$ cat src/rtl/imem_stream_loader.sv
`timescale 1ns/1ps
`default_nettype none
// ============================================================================
// Module      : imem_stream_loader
// Description : Runtime instruction-memory loader. Receives a framed byte
//               stream (16-bit word count, little-endian payload words,
//               8-bit additive checksum), writes each assembled word into a
//               byte-enabled BRAM port and holds the hardware threads in
//               reset until a frame has loaded and passed its checksum.
// Revision    : 1.0 - initial release
// ============================================================================
module imem_stream_loader #(
  parameter int DWIDTH       = 32,
  parameter int ADDR_WIDTH   = 10,
  parameter int NB_COL       = 4,
  parameter int COL_WIDTH    = 8,
  parameter int MEMORY_SIZE  = 1024,
  parameter int STARTUP_ADDR = 0
) (
  input  logic                  clk,
  input  logic                  reset_n,
  input  logic                  s_valid,
  input  logic [7:0]            s_data,
  output logic                  s_ready,
  output logic [NB_COL-1:0]     mem_we,
  output logic [ADDR_WIDTH-1:0] mem_addr,
  output logic [DWIDTH-1:0]     mem_wdata,
  output logic                  core_hold,
  output logic                  done,
  output logic                  err,
  input  logic                  err_clr
);

  // Byte-lane index width; a single-column memory still needs one bit.
  localparam int                    C_BIDX_W    = (NB_COL > 1) ? $clog2(NB_COL) : 1;
  localparam logic [C_BIDX_W-1:0]   C_LAST_LANE = C_BIDX_W'(NB_COL - 1);
  // Largest word count that fits between the boot address and the top of memory.
  localparam logic [31:0]           C_MAX_WORDS = 32'(MEMORY_SIZE - STARTUP_ADDR);
  localparam logic [ADDR_WIDTH-1:0] C_START     = ADDR_WIDTH'(STARTUP_ADDR);

  typedef enum logic [2:0] {
    ST_HDR0 = 3'd0,
    ST_HDR1 = 3'd1,
    ST_DATA = 3'd2,
    ST_CSUM = 3'd3,
    ST_RUN  = 3'd4,
    ST_ERR  = 3'd5
  } state_t;

  state_t                r_state,      w_state_next;
  logic [15:0]           r_cnt,        w_cnt_next;
  logic [15:0]           r_word_idx,   w_word_idx_next;
  logic [C_BIDX_W-1:0]   r_byte_idx,   w_byte_idx_next;
  logic [7:0]            r_sum,        w_sum_next;
  logic [DWIDTH-1:0]     r_asm,        w_asm_next;
  logic [NB_COL-1:0]     r_mem_we,     w_mem_we_next;
  logic [ADDR_WIDTH-1:0] r_mem_addr,   w_mem_addr_next;
  logic [DWIDTH-1:0]     r_mem_wdata,  w_mem_wdata_next;
  logic                  r_s_ready;
  logic                  r_core_hold,  w_core_hold_next;
  logic                  r_done,       w_done_next;
  logic                  r_err,        w_err_next;

  logic                  w_accept;
  logic [15:0]           w_cnt_full;
  logic [15:0]           w_word_idx_inc;
  logic [ADDR_WIDTH-1:0] w_word_addr;
  logic [DWIDTH-1:0]     w_asm_word;

  assign w_accept       = s_valid && r_s_ready;
  assign w_cnt_full     = {s_data, r_cnt[7:0]};
  assign w_word_idx_inc = r_word_idx + 16'd1;
  assign w_word_addr    = C_START + ADDR_WIDTH'(r_word_idx);

  // Assembly register with the incoming byte dropped into its lane.
  always_comb begin
    w_asm_word = r_asm;
    w_asm_word[r_byte_idx*COL_WIDTH +: COL_WIDTH] = COL_WIDTH'(s_data);
  end

  // FSM state register.
  always_ff @(posedge clk or negedge reset_n) begin
    if (!reset_n) begin
      r_state <= ST_HDR0;
    end else begin
      r_state <= w_state_next;
    end
  end

  // Next-state, datapath and output decode; outputs are derived from the
  // next state so that they appear registered one cycle after the accept.
  always_comb begin
    w_state_next     = r_state;
    w_cnt_next       = r_cnt;
    w_word_idx_next  = r_word_idx;
    w_byte_idx_next  = r_byte_idx;
    w_sum_next       = r_sum;
    w_asm_next       = r_asm;
    w_mem_we_next    = '0;
    w_mem_addr_next  = r_mem_addr;
    w_mem_wdata_next = r_mem_wdata;

    case (r_state)
      ST_HDR0: begin
        if (w_accept) begin
          w_cnt_next   = {r_cnt[15:8], s_data};
          w_state_next = ST_HDR1;
        end
      end

      ST_HDR1: begin
        if (w_accept) begin
          w_cnt_next      = w_cnt_full;
          w_word_idx_next = '0;
          w_byte_idx_next = '0;
          w_sum_next      = '0;
          if ({16'd0, w_cnt_full} > C_MAX_WORDS) begin
            w_state_next = ST_ERR;
          end else if (w_cnt_full == 16'd0) begin
            w_state_next = ST_CSUM;
          end else begin
            w_state_next = ST_DATA;
          end
        end
      end

      ST_DATA: begin
        if (w_accept) begin
          w_asm_next      = w_asm_word;
          w_sum_next      = r_sum + s_data;
          w_byte_idx_next = r_byte_idx + 1'b1;
          if (r_byte_idx == C_LAST_LANE) begin
            w_mem_we_next    = '1;
            w_mem_addr_next  = w_word_addr;
            w_mem_wdata_next = w_asm_word;
            w_word_idx_next  = w_word_idx_inc;
            w_byte_idx_next  = '0;
            if (w_word_idx_inc == r_cnt) begin
              w_state_next = ST_CSUM;
            end
          end
        end
      end

      ST_CSUM: begin
        if (w_accept) begin
          w_state_next = (s_data == r_sum) ? ST_RUN : ST_ERR;
        end
      end

      ST_RUN: begin
        // A byte while running is the low count byte of a new frame.
        if (w_accept) begin
          w_cnt_next   = {r_cnt[15:8], s_data};
          w_state_next = ST_HDR1;
        end
      end

      ST_ERR: begin
        if (err_clr) begin
          w_state_next = ST_HDR0;
        end
      end

      default: begin
        w_state_next = ST_HDR0;
      end
    endcase

    w_core_hold_next = (w_state_next != ST_RUN);
    w_done_next      = (w_state_next == ST_RUN);
    w_err_next       = (w_state_next == ST_ERR);
  end

  // Datapath and output registers; a reset drops any partially assembled word.
  always_ff @(posedge clk or negedge reset_n) begin
    if (!reset_n) begin
      r_cnt       <= '0;
      r_word_idx  <= '0;
      r_byte_idx  <= '0;
      r_sum       <= '0;
      r_asm       <= '0;
      r_mem_we    <= '0;
      r_mem_addr  <= C_START;
      r_mem_wdata <= '0;
      r_s_ready   <= 1'b0;
      r_core_hold <= 1'b1;
      r_done      <= 1'b0;
      r_err       <= 1'b0;
    end else begin
      r_cnt       <= w_cnt_next;
      r_word_idx  <= w_word_idx_next;
      r_byte_idx  <= w_byte_idx_next;
      r_sum       <= w_sum_next;
      r_asm       <= w_asm_next;
      r_mem_we    <= w_mem_we_next;
      r_mem_addr  <= w_mem_addr_next;
      r_mem_wdata <= w_mem_wdata_next;
      r_s_ready   <= 1'b1;
      r_core_hold <= w_core_hold_next;
      r_done      <= w_done_next;
      r_err       <= w_err_next;
    end
  end

  assign s_ready   = r_s_ready;
  assign mem_we    = r_mem_we;
  assign mem_addr  = r_mem_addr;
  assign mem_wdata = r_mem_wdata;
  assign core_hold = r_core_hold;
  assign done      = r_done;
  assign err       = r_err;

endmodule
`default_nettype wire

$ cat config.mk
export PLATFORM = sky130hd
export DESIGN_NAME = imem_stream_loader
export DESIGN_NICKNAME = d
export VERILOG_FILES = /design/src/rtl/imem_stream_loader.sv
export SDC_FILE = /design/constraint.sdc
export NUM_CORES = 1
export LEC_CHECK = 0
export CORE_MARGIN = 8
export CORE_UTILIZATION = 60
export DETAILED_ROUTE_END_ITERATION = 8
export GPL_TIMING_DRIVEN = 0
export PLACE_DENSITY = 0.83
export SYNTH_ARGS = -nofsm -noshare
export SYNTH_HDL_FRONTEND = slang
export SYNTH_SLANG_ARGS = --single-unit
$ cat constraint.sdc
create_clock -name clk -period 6.2 [get_ports clk]
set_input_delay 1.24 -clock clk [delete_from_list [all_inputs] [get_ports clk]]
set_output_delay 1.24 -clock clk [all_outputs]
set_load 0.05 [all_outputs]
==> results.json, run 1 <==
{
  "grt-ovfl-total": 0,
  "critPathLaunchType": "input port",
  "rows": 36,
  "power.leakage_uw": 0.00336,
  "detailedRoute.firstIterationViolations": 549,
  "io_pins": 62,
  "port-buffer-count": 60,
  "final.setup_skew_ps": 6.78,
  "synth_cell_type_count": 61,
  "ctsHtreeMaxLevel": 4,
  "routed_wirelength_um": 16300,
  "layout.nets": 716,
  "clk-insertion-delay-late_ps": 520,
  "final_tns_setup_ps": 0,
  "cp.buffers_inverters": 3,
  "starting_density_of_the_core_pct": 62.0,
  "synth.yosys.seq_area_share_pct": 51.3,
  "layout_common_cells": "123 x sky130_fd_sc_hd__dfrtp_1, 85 x sky130_fd_sc_hd__nor2_1, 80 x sky130_fd_sc_hd__nand2_1",
  "slew_viol_final": 0,
  "grt_setup_unrepaired": "false",
  "grt_first_pass_wirelength_um": 26700,
  "grt_start_max_net_pins": 95,
  "maxCapViolations": 0,
  "crit_path_max_incr_delay_ps": 650,
  "post-dp-hpwl_um": 10600,
  "timing.setup.critical_path_class": "input port to flip-flop",
  "layout_min_cycle_time_ps": 3250,
  "critical_path.endpoint_type": "flip-flop",
  "layout-drive-gt1-share_pct": 9.83,
  "clockRootBuffer": "sky130_fd_sc_hd__clkbuf_8",
  "synth_warnings": 0,
  "synth_top_area_share_pct": 50.8,
  "cts_buffers": 17,
  "crit_chain": "clkdlybuf4s50_1 > nand4_1 > clkbuf_1 > inv_2 > nor2_1 > o21ai_0 > o21ai_0",
  "worstPathMaxFanout": 10,
  "globalRouteTotalUtil_pct": 25.2,
  "required_ps": 6640,
  "clock_slew_seen_by_the_registers_of_the_worst_setup_and_hold_paths_ps": 60,
  "max-vdd-ir-drop_mv": 0.220,
  "postSynth.asyncResetShare_pct": 100,
  "synthesis.area_sq_um": 6060,
  "hold_class": "flip-flop to flip-flop",
  "fmax_ghz": 0.308,
  "tritoncts": "done",
  "tightestPinTransition_ps": 1000,
  "flow.area_growth_from_synthesis_pct": 22.6,
  "ant_nets": 0,
  "fp.dieW_um": 116,
  "first_global_vias": 5214,
  "die_ar_sq_um": 13600,
  "power-per-cell-area_nw_per_um2": 306,
  "flip_flop_and_latch_count_after_synthesis": 124,
  "detail_route.first_pass.iterations": 5,
  "critPathTopFamily": "buffers and inverters",
  "syn-num-nets": 636,
  "synth.largest_area_cell": "sky130_fd_sc_hd__dfrtp_1",
  "run_status": "complete, no violations",
  "cts.repair_timing.setup_buffer_count": 0,
  "hold_violations": 0,
  "post_synth_inst_count": 609,
  "design.core.area_sq_um": 9770,
  "post_drt_via_cell_ratio": 6.27,
  "dieHeight_um": 116,
  "synth_enable_flop_cells": 0,
  "num_antenna_cells": 0,
  "cts_hold_buf": 0,
  "antenna_found_initial": 0,
  "clockBufferDepth": 2,
  "drcViolationCount": 0,
  "cp_data_arrival_time_ps": 3680,
  "final_min_period_over_clock_period_pct": 52.4,
  "syn_area_per_cell_sq_um": 9.94,
  "mostFrequentLayoutCell": "sky130_fd_sc_hd__dfrtp_1",
  "clock-sinks": 124,
  "globalplace.congestion": 0.882,
  "synthTopCellsByArea": "sky130_fd_sc_hd__dfrtp_1 51%, sky130_fd_sc_hd__a22o_1 5.8%, sky130_fd_sc_hd__nor2_1 5.3%, sky130_fd_sc_hd__nand2_1 5.0%, sky130_fd_sc_hd__a221oi_1 4.6%",
  "vias": 5235,
  "wl_per_cell_um": 19.5,
  "report.final.setup_viol": 0,
  "slew_headroom_pct": 32.8,
  "crit_path_top_delay_cell": "sky130_fd_sc_hd__nor2_1",
  "cts.repair.resized": 0,
  "cp_common_cell": "sky130_fd_sc_hd__o21ai_0",
  "synth_top_flop_cell": "sky130_fd_sc_hd__dfrtp_1",
  "post-layout-total-power_uw": 2270
}
## report_power, final
group	internal (uW)	switching, uW	total (uW)	leakage, uW
clock	578	398	977	0.000284
sequential	873	73.3	946	0.00169
combinational	148	200	348	0.00138
total	1600	672	2270	0.00336
## sequential cells by signal, summed over array words and instances (netlist names)
name,flops
mem_wdata,32
r_asm,32
r_cnt,16
r_word_idx,16
mem_addr,10
r_sum,8
r_state,3
r_byte_idx,2
core_hold,1
done,1
err,1
mem_we,1
s_ready,1
## layout make-up
class                      count  area, sq um
clock inverter                15          161
timing repair buffer          61          629
inverter                      10         37.5
buffer                        43          198
sequential                   124         3100
clock buffer                  17          414
multi-input combinational    432         2720
tap                          133          166
fill                         660         2350
## cells in the mapped netlist (3+ instances only)
cell type,instances
sky130_fd_sc_hd__nand4_1,3
sky130_fd_sc_hd__nand2b_1,3
sky130_fd_sc_hd__nor3_1,11
sky130_fd_sc_hd__xor2_1,7
sky130_fd_sc_hd__xnor2_1,24
sky130_fd_sc_hd__buf_4,6
sky130_fd_sc_hd__nor2_1,85
sky130_fd_sc_hd__a221oi_1,32
sky130_fd_sc_hd__inv_1,7
sky130_fd_sc_hd__or3_1,7
sky130_fd_sc_hd__nand3_1,15
sky130_fd_sc_hd__a211oi_1,5
sky130_fd_sc_hd__a21oi_1,10
sky130_fd_sc_hd__o21ai_0,19
sky130_fd_sc_hd__nor4_1,4
sky130_fd_sc_hd__nand2_1,80
sky130_fd_sc_hd__a22o_1,40
sky130_fd_sc_hd__o21ai_1,16
sky130_fd_sc_hd__clkbuf_1,31
sky130_fd_sc_hd__dfrtp_1,123
sky130_fd_sc_hd__mux2_2,10
sky130_fd_sc_hd__and4_1,3
sky130_fd_sc_hd__o31ai_1,4
sky130_fd_sc_hd__buf_2,5
sky130_fd_sc_hd__ha_1,14
sky130_fd_sc_hd__and2_1,5
## kinds of logic after synthesis
logic type / synth area share (%)
compound gates: 17.2
xor+xnor: 4.48
fa+ha+maj: 3.22
buf+inv: 3.88
flops: 51.3
mux: 2.02
other cells: 0.0619
simple gates: 17.9
## worst min-delay path, cell delays in order, from the launching register on
cell and delay (ps):
sky130_fd_sc_hd__dfrtp_1 340, sky130_fd_sc_hd__nand2_1 50, sky130_fd_sc_hd__nand2_1 50
## through the flow
stage	cells	instance area, sq um	hold slack [ps]	worst slack, ps	utilization (%)
floorplan	609	6060	460	3420	-
global placement	802	6820	459	-690	69.8
detailed placement	803	6850	463	2520	70.1
CTS	835	7430	477	3020	76.0
global route	835	7430	510	2880	76.0
finish	835	7430	474	2950	76.0
## path summary, 6_finish.rpt
kind / start / slack, ps / endpoint / cells after the start
worst max-delay path: s_valid / 2950 / r_word_idx[12] / 7
worst min-delay path: mem_addr[4] / 470 / mem_addr[4] / 2
worst max register to register: r_byte_idx[0] / 3370 / r_word_idx[12] / 7
worst min register to register: mem_addr[4] / 470 / mem_addr[4] / 2
max in group asynchronous: reset_n / 4870 / mem_wdata[24] / 2
min in group asynchronous: reset_n / 590 / mem_addr[1] / 1
## routing by layer
layer  routed length [um]  track usage, %  share of wire, %
met5                    0               0                 0
met4                  385            9.42               2.4
met3                 1560            5.79               9.6
met2                 7840            40.9                48
met1                 6490            32.4                40
No activity file was read; power rests on OpenSTA's default activity.
==> run 2: changes to the inputs <==
CORE_UTILIZATION = 57   (was 60)
PLACE_DENSITY = 0.79   (was 0.83)
clock period = 3.1 ns   (was 6.2 ns; I/O delays follow)
==> run 2 against run 1 <==
Net effect:
- clock skew hardly changed
- routed wire length fell by 7.0%
- power rose by 94%
- non-clock buffer count up 1
- setup slack lost 2600 ps
- sequential power grew 100%
- final cell count rose by 0.48%
- combinational power grew 94%
- register-to-register slack lost 3000 ps
- global-route usage fell by 2.8 points
==> results.json, run 2 (synthesis results as in run 1) <==
{
  "max-vdd-ir-drop_mv": 0.317,
  "design.core.area_sq_um": 10300,
  "cp_data_arrival_time_ps": 3230,
  "detail_route.first_pass.iterations": 5,
  "worstReg2RegStart": "r_byte_idx[0]",
  "post_drt_via_cell_ratio": 6.06,
  "post-layout-total-power_uw": 4410,
  "cts_buffers": 17,
  "final_min_period_over_clock_period_pct": 89.5,
  "routed_wirelength_um": 15100,
  "globalplace.congestion": 0.880,
  "ant_nets": 0,
  "mostFrequentLayoutCell": "sky130_fd_sc_hd__dfrtp_1",
  "port-buffer-count": 60,
  "final.setup_skew_ps": 7.10,
  "critical_path.endpoint_type": "flip-flop",
  "p_comb_share_pct": 15.3,
  "required_ps": 3550,
  "final_tns_setup_ps": 0,
  "ctsHtreeMaxLevel": 4,
  "layout_min_cycle_time_ps": 2770,
  "wl_per_cell_um": 18.0,
  "layout-drive-gt1-share_pct": 9.67,
  "fp.dieW_um": 119,
  "power.net_switching_uw": 1290,
  "critPathLaunchType": "flip-flop",
  "clk-insertion-delay-late_ps": 530,
  "seqPwrFrac_pct": 42.7,
  "clockBufferDepth": 2,
  "tightestPinTransition_ps": 977,
  "grt-ovfl-total": 0,
  "run_status": "complete, no violations",
  "hold_violations": 0,
  "netSwitchingFraction_pct": 29.3,
  "num_antenna_cells": 0,
  "maxCapViolations": 0,
  "numPlacedInstances": 806,
  "post-dp-hpwl_um": 10200,
  "slew_viol_final": 0,
  "p_clk_share_pct": 42.0,
  "first_global_vias": 5074,
  "final_critical_path_setup_slack_ps": 325,
  "report.final.setup_viol": 0,
  "cell_internal_pwr_uw": 3120,
  "layout.nets": 717,
  "layout_common_cells": "123 x sky130_fd_sc_hd__dfrtp_1, 85 x sky130_fd_sc_hd__nor2_1, 80 x sky130_fd_sc_hd__nand2_1",
  "grt_setup_unrepaired": "false",
  "hold_class": "flip-flop to flip-flop",
  "min_from": "mem_addr[6]",
  "grt_first_pass_wirelength_um": 25900,
  "setup.worst_path.start": "r_byte_idx[0]",
  "power.leakage_uw": 0.00334,
  "clockRootBuffer": "sky130_fd_sc_hd__clkbuf_8",
  "drcViolationCount": 0,
  "power-per-cell-area_nw_per_um2": 595,
  "starting_density_of_the_core_pct": 58.7,
  "timing.hold.ws_ps": 470,
  "timing.setup.critical_path_class": "flip-flop to flip-flop",
  "slew_headroom_pct": 34.4,
  "cts_hold_buf": 1,
  "dpl_worst_slack_ps": 88.1,
  "detailedRoute.firstIterationViolations": 503,
  "fmax_ghz": 0.360,
  "worstPathMaxFanout": 9,
  "layout.cells.non_filler": 839,
  "die_ar_sq_um": 14200,
  "vias": 5088,
  "rows": 37,
  "crit_chain": "inv_1 > ha_1 > nand2_1 > nor3_1 > and2_1 > clkbuf_1 > a22o_1",
  "cts.repair_timing.setup_buffer_count": 0,
  "antenna_found_initial": 0,
  "grt_start_max_net_pins": 102,
  "dieHeight_um": 119,
  "crit_path_top_delay_cell": "sky130_fd_sc_hd__nor3_1",
  "critPathTopFamily": "simple AND/OR/NAND/NOR gates",
  "crit_path_max_incr_delay_ps": 750,
  "io_pins": 62,
  "cts.repair.resized": 0,
  "flow.area_growth_from_synthesis_pct": 22.6,
  "cp.buffers_inverters": 2,
  "globalRouteTotalUtil_pct": 22.5,
  "clock-sinks": 124,
  "clock_slew_seen_by_the_registers_of_the_worst_setup_and_hold_paths_ps": 60,
  "tritoncts": "done"
}
==> run 2: cell count changes in the layout (fill, tap and decap cells not counted), sizes merged <==
cell,delta
clkinv,-4
bufinv,-1
clkbuf,+1
dlygate4sd3,+1
clkinvlp,+4
==> run 2: layer usage <==
metal	vias up	global-route usage [%]	routed length (um)
li1	2336	-	-
met1	2507	29.5	6430
met4	0	10.5	338
met2	209	34.4	7210
met3	36	5.48	1160
met5	-	0	0
==> run 2: layout make-up <==
type / count / area (sq um)
multi-input cells: 432 / 2720
clock inverters: 14 / 139
clock buffers: 18 / 418
flip-flops and latches: 124 / 3100
inverters: 10 / 37.5
repair buffers: 62 / 639
fillers: 751 / 2900
plain buffers: 43 / 198
well taps: 136 / 170
==> run 2: metrics by stage <==
stage / area, sq um / util, %
floorplan: 6060 / -
global placement: 6830 / 66.1
detailed placement: 6860 / 66.4
CTS: 7420 / 71.9
global route: 7420 / 71.9
finish: 7420 / 71.9
==> run 2: worst paths after layout <==
| path | to | slack (ps) | cells after the start |
|---|---|---|---|
| setup / recovery | r_asm[8] | 330 | 7 |
| setup reg to reg | r_asm[8] | 330 | 7 |
| min in group asynchronous | r_word_idx[1] | 520 | 2 |
| max in group asynchronous | mem_wdata[16] | 1820 | 3 |
| hold reg to reg | mem_addr[6] | 470 | 2 |
| hold / removal | mem_addr[6] | 470 | 2 |
==> run 2: worst register-to-register path: cells and delay by family, from the launching register on <==
family,cells,cell delay [ps]
buf+inv,2,500
flops,1,520
compound gates,1,230
simple gates,3,1050
fa+ha+maj,1,420
==> run 2: power by group through the flow <==
stage	Combinational (uW)	Sequential [uW]	Clock, uW
global placement	639	1910	0
CTS	676	1880	1870
floorplan	448	1910	0
global route	745	1900	1950
finish	676	1890	1850
detailed placement	663	1910	0
==> run 3: changes to the inputs <==
HOLD_SLACK_MARGIN = 0.08   (was default)
==> results of run 3 <==
Final layout, timing and power as in run 2 (identical DEF).
